$ cat config.mk
export PLATFORM = sky130hd
export DESIGN_NAME = fetch_unit
export DESIGN_NICKNAME = d
export VERILOG_FILES = /design/src/rtl/fetch_unit.sv
export SDC_FILE = /design/constraint.sdc
export NUM_CORES = 1
export LEC_CHECK = 0
export ABC_AREA = 1
export CORE_MARGIN = 2
export CORE_UTILIZATION = 55
export CTS_CLUSTER_SIZE = 8
export DETAILED_ROUTE_END_ITERATION = 10
export PLACE_DENSITY = 0.85
export SLEW_MARGIN = 30
export SYNTH_ARGS = -nofsm -noshare
export SYNTH_HDL_FRONTEND = slang
export SYNTH_SLANG_ARGS = --single-unit
$ cat constraint.sdc
create_clock -name clk -period 4.35 [get_ports clk]
set_clock_uncertainty 0.2 [all_clocks]
set_input_delay 0.87 -clock clk [delete_from_list [all_inputs] [get_ports clk]]
set_output_delay 0.87 -clock clk [all_outputs]
set_load 0.02 [all_outputs]
$ cat src/rtl/fetch_unit.sv
// rtl/fetch_unit.sv - RISC-V instruction fetch: PC, single-outstanding imem handshake, IF/ID register.
// Optional macro FETCH_NOP_BUBBLE_EN: id_instr reads addi x0,x0,0 whenever id_valid is low.
module fetch_unit #(
    parameter logic [31:0] RESET_PC = 32'h0000_0000
) (
    input  logic        clk,
    input  logic        rstn,
    output logic        imem_req,
    output logic [31:0] imem_addr,
    input  logic        imem_ready,
    input  logic        imem_rvalid,
    input  logic [31:0] imem_rdata,
    input  logic        stall,
    input  logic        redirect,
    input  logic [31:0] redirect_pc,
    output logic        id_valid,
    output logic [31:0] id_pc,
    output logic [31:0] id_instr,
    output logic [6:0]  id_op,
    output logic [2:0]  id_funct3,
    output logic [6:0]  id_funct7
);
`ifdef FETCH_NOP_BUBBLE_EN
    localparam bit BUBBLE_EN = 1'b1;
`else
    localparam bit BUBBLE_EN = 1'b0;
`endif
    localparam logic [31:0] NOP_INSTR = 32'h0000_0013;
    localparam logic [31:0] RST_INSTR = BUBBLE_EN ? NOP_INSTR : 32'h0000_0000;

    typedef enum logic [2:0] {S_IDLE, S_REQ, S_WAIT, S_HOLD, S_DROP} state_t;

    state_t      r_state;
    logic        r_imem_req;
    logic [31:0] r_pc;
    logic [31:0] r_fetch_pc;
    logic [31:0] r_skid_pc;
    logic [31:0] r_skid_instr;
    logic        r_id_valid;
    logic [31:0] r_id_pc;
    logic [31:0] r_id_instr;

    logic        w_accept;
    logic        w_load_ok;
    logic [31:0] w_redirect_pc;

    assign w_accept      = r_imem_req & imem_ready;
    assign w_load_ok     = ~r_id_valid | ~stall;
    assign w_redirect_pc = redirect_pc & 32'hFFFF_FFFC;

    always_ff @(posedge clk or negedge rstn) begin
        if (!rstn) begin
            r_state      <= S_IDLE;
            r_imem_req   <= 1'b0;
            r_pc         <= RESET_PC;
            r_fetch_pc   <= 32'h0;
            r_skid_pc    <= 32'h0;
            r_skid_instr <= 32'h0;
            r_id_valid   <= 1'b0;
            r_id_pc      <= 32'h0;
            r_id_instr   <= RST_INSTR;
        end else if (redirect) begin
            // A fetch accepted in the redirect cycle is stale and must be drained in DROP.
            r_pc       <= w_redirect_pc;
            r_id_valid <= 1'b0;
            if (BUBBLE_EN) r_id_instr <= NOP_INSTR;
            case (r_state)
                S_REQ: begin
                    r_state    <= w_accept ? S_DROP : S_REQ;
                    r_imem_req <= ~w_accept;
                end
                S_WAIT, S_DROP: begin
                    r_state    <= imem_rvalid ? S_REQ : S_DROP;
                    r_imem_req <= imem_rvalid;
                end
                default: begin
                    r_state    <= S_REQ;
                    r_imem_req <= 1'b1;
                end
            endcase
        end else begin
            if (r_id_valid && !stall) begin
                r_id_valid <= 1'b0;
                if (BUBBLE_EN) r_id_instr <= NOP_INSTR;
            end
            case (r_state)
                S_IDLE: begin
                    r_state    <= S_REQ;
                    r_imem_req <= 1'b1;
                end
                S_REQ: begin
                    if (w_accept) begin
                        r_fetch_pc <= r_pc;
                        r_pc       <= r_pc + 32'd4;
                        r_state    <= S_WAIT;
                        r_imem_req <= 1'b0;
                    end
                end
                S_WAIT: begin
                    if (imem_rvalid) begin
                        if (w_load_ok) begin
                            r_id_valid <= 1'b1;
                            r_id_pc    <= r_fetch_pc;
                            r_id_instr <= imem_rdata;
                            r_state    <= S_REQ;
                            r_imem_req <= 1'b1;
                        end else begin
                            r_skid_pc    <= r_fetch_pc;
                            r_skid_instr <= imem_rdata;
                            r_state      <= S_HOLD;
                        end
                    end
                end
                S_HOLD: begin
                    if (!stall) begin
                        r_id_valid <= 1'b1;
                        r_id_pc    <= r_skid_pc;
                        r_id_instr <= r_skid_instr;
                        r_state    <= S_REQ;
                        r_imem_req <= 1'b1;
                    end
                end
                S_DROP: begin
                    if (imem_rvalid) begin
                        r_state    <= S_REQ;
                        r_imem_req <= 1'b1;
                    end
                end
                default: begin
                    r_state    <= S_IDLE;
                    r_imem_req <= 1'b0;
                end
            endcase
        end
    end

    assign imem_req  = r_imem_req;
    assign imem_addr = r_pc;
    assign id_valid  = r_id_valid;
    assign id_pc     = r_id_pc;
    assign id_instr  = r_id_instr;
    assign id_op     = r_id_instr[6:0];
    assign id_funct3 = r_id_instr[14:12];
    assign id_funct7 = r_id_instr[31:25];

endmodule

# Word-level counts from Yosys, hierarchy flattened
# Index checks and enable logic that the tools add are counted.
# W data, S select, Z words.
totals:
  ff_bits: 197
  input_bits: 70
  out_inout_bits: 115
  elab_cells: 77
op_classes:
  addsub: 1
  n_eq_ne: 12
  mux: 35
  n_bitwise: 7
  reduce_logical: 13
ops:
  columns: ["op", "n"]
  rows:
  - ["$mux W32", 9]
  - ["$pmux W32 S2", 2]
  - ["$add A32 B3 Y32 const B", 1]
  - ["$mux W3", 7]
  - ["$ne A3 B3 Y1 const B", 5]
  - ["$pmux W3 S5", 1]
  - ["$mux W1", 11]
  - ["$reduce_and A5 Y1", 2]
  - ["$reduce_and A4 Y1", 2]
  - ["$eq A3 B2 Y1 const B", 2]
  - ["$ne A2 B2 Y1 const B", 3]
  - ["$pmux W3 S2", 1]
  - ["$reduce_bool A2 Y1", 3]
  - ["$not A1 Y1", 5]
  - ["$pmux W1 S5", 1]
  - ["$pmux W1 S2", 2]
  - ["$eq A3 B1 Y1 const B", 1]
  - ["$eq A3 B3 Y1 const B", 1]
  - ["$logic_not A3 Y1", 1]
  - ["$reduce_and A3 Y1", 1]
  - ["$mux W2", 1]
  - ["$reduce_and A2 Y1", 1]
  - ["$reduce_or A2 Y1", 1]
  - ["$and A1 B1 Y1", 1]
  - ["3 further kinds", 3]

# Logic depth before layout (Yosys ltp)
logic_depth:
  word_depth: 7
  mapped_depth: 10
  ltp_nobuf: 9

# Least setup slack after synthesis
# Ideal clock, no wire load.
synth_path:
  kind: "input-to-reg"
  from: "input port stall"
  to: "register r_skid_pc[14]"
  setup_ns: 0.126
  arrival_time_ns: 1.735
  t_required_ns: 4.024
  slack_ns: 2.289
  cell_stages: 7
  path_buffers: 2
  path_cell_list: "nand2_1 -> nor3_2 -> nand2_2 -> nor2_4 -> buf_6 -> buf_2 -> o21ai_0"
synth_via:
  elab_chain_cells: 4
synth_rtl:
  columns: ["item", "line", "text"]
  rows:
  - ["start: declaration", "13", "input logic stall,"]
  - ["$not A1 Y1", "48", "assign w_load_ok = ~r_id_valid | ~stall;"]
  - ["$or A1 B1 Y1", "48", null]
  - ["$not A1 Y1 (no line)", null, null]
  - ["$reduce_and A4 Y1 (no line)", null, null]
  - ["end signal: assignment", "108", "r_skid_pc <= r_fetch_pc;"]
  - ["end: declaration", "37", "logic [31:0] r_skid_pc;"]
# Every way passes these cells.
# A chain may end at the register's enable or synchronous reset.

# Worst setup path in the final report
layout_path:
  from: "input port stall"
  to: "register r_skid_instr[21]"
layout_via:
  elab_chain_cells: 4
layout_rtl:
  columns: ["item", "line", "text"]
  rows:
  - ["$not A1 Y1", "48", null]
  - ["$or A1 B1 Y1", "48", null]
  - ["$not A1 Y1 (no line)", null, null]
  - ["$reduce_and A4 Y1 (no line)", null, null]
  - ["end signal: assignment", "109", "r_skid_instr <= imem_rdata;"]
  - ["end: declaration", "38", "logic [31:0] r_skid_instr;"]
# Every way passes these cells.

==> results_dict.tcl <==
set metrics [dict create \
    drv_slew 0 \
    num_vias 7766 \
    clock-sinks 189 \
    synth-seq-cells 189 \
    rsz0062_at_grt "false" \
    crit_fanout 85 \
    power.internal_mw 4.36 \
    cellLeakagePower_nw 5.33 \
    grt_use_total_pct 25.6 \
    pre_cts_ws_ns 0.934 \
    wl_met3_mm 1.54 \
    pin_count 185 \
    regToRegStartpoint "r_state[2]" \
    postRouteWirelength_mm 21.8 \
    setup_tns_ns 0 \
    fmax_ghz 0.325 \
    drc 0 \
    antenna_found_initial 0 \
    hold_buffers 0 \
    slew_headroom_pct 44.5 \
    power_switching_mw 2.64 \
    pwr_density_cell_nw_per_um2 621 \
    final_common_cell "nand2_1" \
    crit_path_start_kind "primary input" \
    grt_pass1_vias 7143 \
    cts_buffers 17 \
    num-nets-final 1298 \
    cts_root_buffer "clkbuf_16" \
    die_h_microns 132 \
    routedLengthMet1_mm 9.90 \
    grt.overflow.total 0 \
    fin_util_pct 70.9 \
    p_total_mw 7.00 \
    dp_cells 1423 \
    design.core.area_sq_um 15900 \
    status "completed" \
    htreeDepth 4 \
    grt_pass1_wl_mm 35.8 \
    place_congestion 0.912 \
    diodes 0 \
    place_hpwl_mm 14.7 \
    area_growth_pct 25.7 \
    synth_area_per_cell_sq_um 8.20 \
    yosysSeqAreaShare_pct 52.8 \
    hold_violations 0 \
    routed_via_density 5.34 \
    cts_buffer_depth 2 \
    yosysWarnings 0 \
    setup_viol 0 \
    startpoint "stall" \
    combPwrFrac_pct 39.0 \
    dr.first_iter.drc_count 659 \
    synth_area_sq_um 8960 \
    r2r_cells 7 \
    ant_nets 0 \
    arrival_ns 3.16 \
    wire_per_inst_microns 15.0 \
    post-cts-setup-buffer-count 0 \
    drive_gt1_share_pct 4.44 \
    p_clk_share_pct 21.8 \
    worstSkewPairLatency_ns 0.43 \
    r2r_slack_ns 1.71 \
    critPathRequiredTime_ns 4.43 \
    first_pass_iters 5 \
    synth_cell_types 36 \
    nFillCells 1223 \
    seq_area_sq_um 4730 \
    crit_path_end_kind "flip-flop" \
    io_buffers 178 \
    seqPwrFrac_pct 39.2 \
    fin_crit_ns 3.08 \
    vdd_drop_max_uv 330 \
    multiInputGateArea_sq_um 3430 \
    path_class "in -> reg" \
    final_cell_mix "316 x nand2_1, 189 x dfrtp_1, 180 x o21ai_0" \
    fp.dieW_microns 132 \
    tightestPinTransition_ns 0.832 \
    die_area_sq_um 17300 \
    max_cap_viol_count 0 \
    highest_layer "met4" \
    grt_max_degree 125 \
    final.period_utilization_pct 70.8 \
    sw_frac_of_total_pct 37.7 \
    cts.clk_slew.worst_paths_ns 0.07 \
    wl_met2_mm 9.94 \
    cts_resized 0 \
    synthCells 1093 \
    placementRows 46 \
    min-delay-path-class "in -> async" \
    worst_slack_ns 1.27 \
    cts_tree "yes" \
    stdcell_count 1455 \
    start_util_pct 56.4 \
]
[per-layer routing]
metal | global-route usage (%) | vias to the layer above
met5 | 0 | -
met4 | 9.42 | 0
met3 | 5.09 | 36
met2 | 38.4 | 359
met1 | 37.2 | 3607
li1 | - | 3764
[sequential cells by signal, indices dropped and copies added, names as in the netlist]
register / flops
r_skid_instr: 32
r_skid_pc: 30
id_valid: 1
id_instr: 32
imem_addr: 30
imem_req: 1
r_fetch_pc: 30
id_pc: 30
r_state: 3
[cell type report]
| cell class | count | share of cell area, % |
|---|---|---|
| sequential | 189 | 42.0 |
| multi-input combinational | 735 | 30.4 |
| inverter | 96 | 3.20 |
| clock buffer | 18 | 3.81 |
| timing repair buffer | 188 | 16.9 |
| clock inverter | 13 | 1.27 |
| tap | 216 | 2.40 |
[metrics by stage]
| step | instance area (sq um) | hold slack (ns) |
|---|---|---|
| after floorplan | 8970 | 0.253 |
| after global placement | 10700 | 0.265 |
| after detailed placement | 10700 | 0.273 |
| after CTS | 11200 | 0.284 |
| after global routing | 11300 | 0.301 |
| final | 11300 | 0.254 |
[worst max-delay path, cell delays in order]
cell and delay, ns:
clkdlybuf4s50_1 0.49, nand2_1 0.13, nor3_2 0.25, nand2_2 0.35, nor2_4 0.48, buf_12 0.36
o21ai_0 0.19
[path summary, 6_finish.rpt]
path,to
hold reg to reg,id_pc[14]
setup reg to reg,r_skid_instr[21]
min in group clk,id_pc[14]
setup / recovery,r_skid_instr[21]
max in group asynchronous,id_pc[14]
hold / removal,id_instr[28]
[Yosys cell counts, drive strengths merged]
master / n / area [sq um]
buf: 51 / 374
nor2: 80 / 328
o22ai: 2 / 12.5
o21bai: 4 / 30.0
o221ai: 2 / 17.5
o211ai: 5 / 37.5
clkbuf: 25 / 93.8
nor3: 10 / 55.1
nand4: 8 / 50.1
xnor2: 1 / 8.76
xor2: 5 / 43.8
clkinv: 1 / 3.75
inv: 95 / 357
nand2: 319 / 1200
nand3b: 2 / 15.0
mux2i: 21 / 210
nand3: 47 / 240
conb: 1 / 3.75
o21ai: 200 / 1000
a31oi: 1 / 6.26
nor3b: 1 / 7.51
ha: 1 / 12.5
dfrtp: 189 / 4730
a21oi: 22 / 118
[power groups by stage]
stage / combinational [mW] / clock [mW] / sequential [mW]
2_1_floorplan: 1.29 / 0 / 3.07
3_3_place_gp: 2.64 / 0 / 2.74
3_5_place_dp: 2.71 / 0 / 2.76
4_1_cts: 2.73 / 1.55 / 2.74
5_1_grt: 2.99 / 1.61 / 2.83
6_report: 2.73 / 1.52 / 2.74
[logic make-up (layout without fill, tap and decap cells)]
| logic type | Yosys count | count (layout) | share of synthesized area (%) |
|---|---|---|---|
| AOI/OAI and AO/OA | 236 | 236 | 13.7 |
| xor gates and xnor gates | 6 | 6 | 0.586 |
| adders and majority gates | 1 | 1 | 0.140 |
| buffers and inverters | 172 | 315 | 9.24 |
| DFF | 189 | 189 | 52.8 |
| muxes | 21 | 21 | 2.35 |
| other | 1 | 4 | 0.0418 |
| and+or+nand+nor | 467 | 467 | 21.2 |
Note: power is estimated with default switching activity, not from simulation.
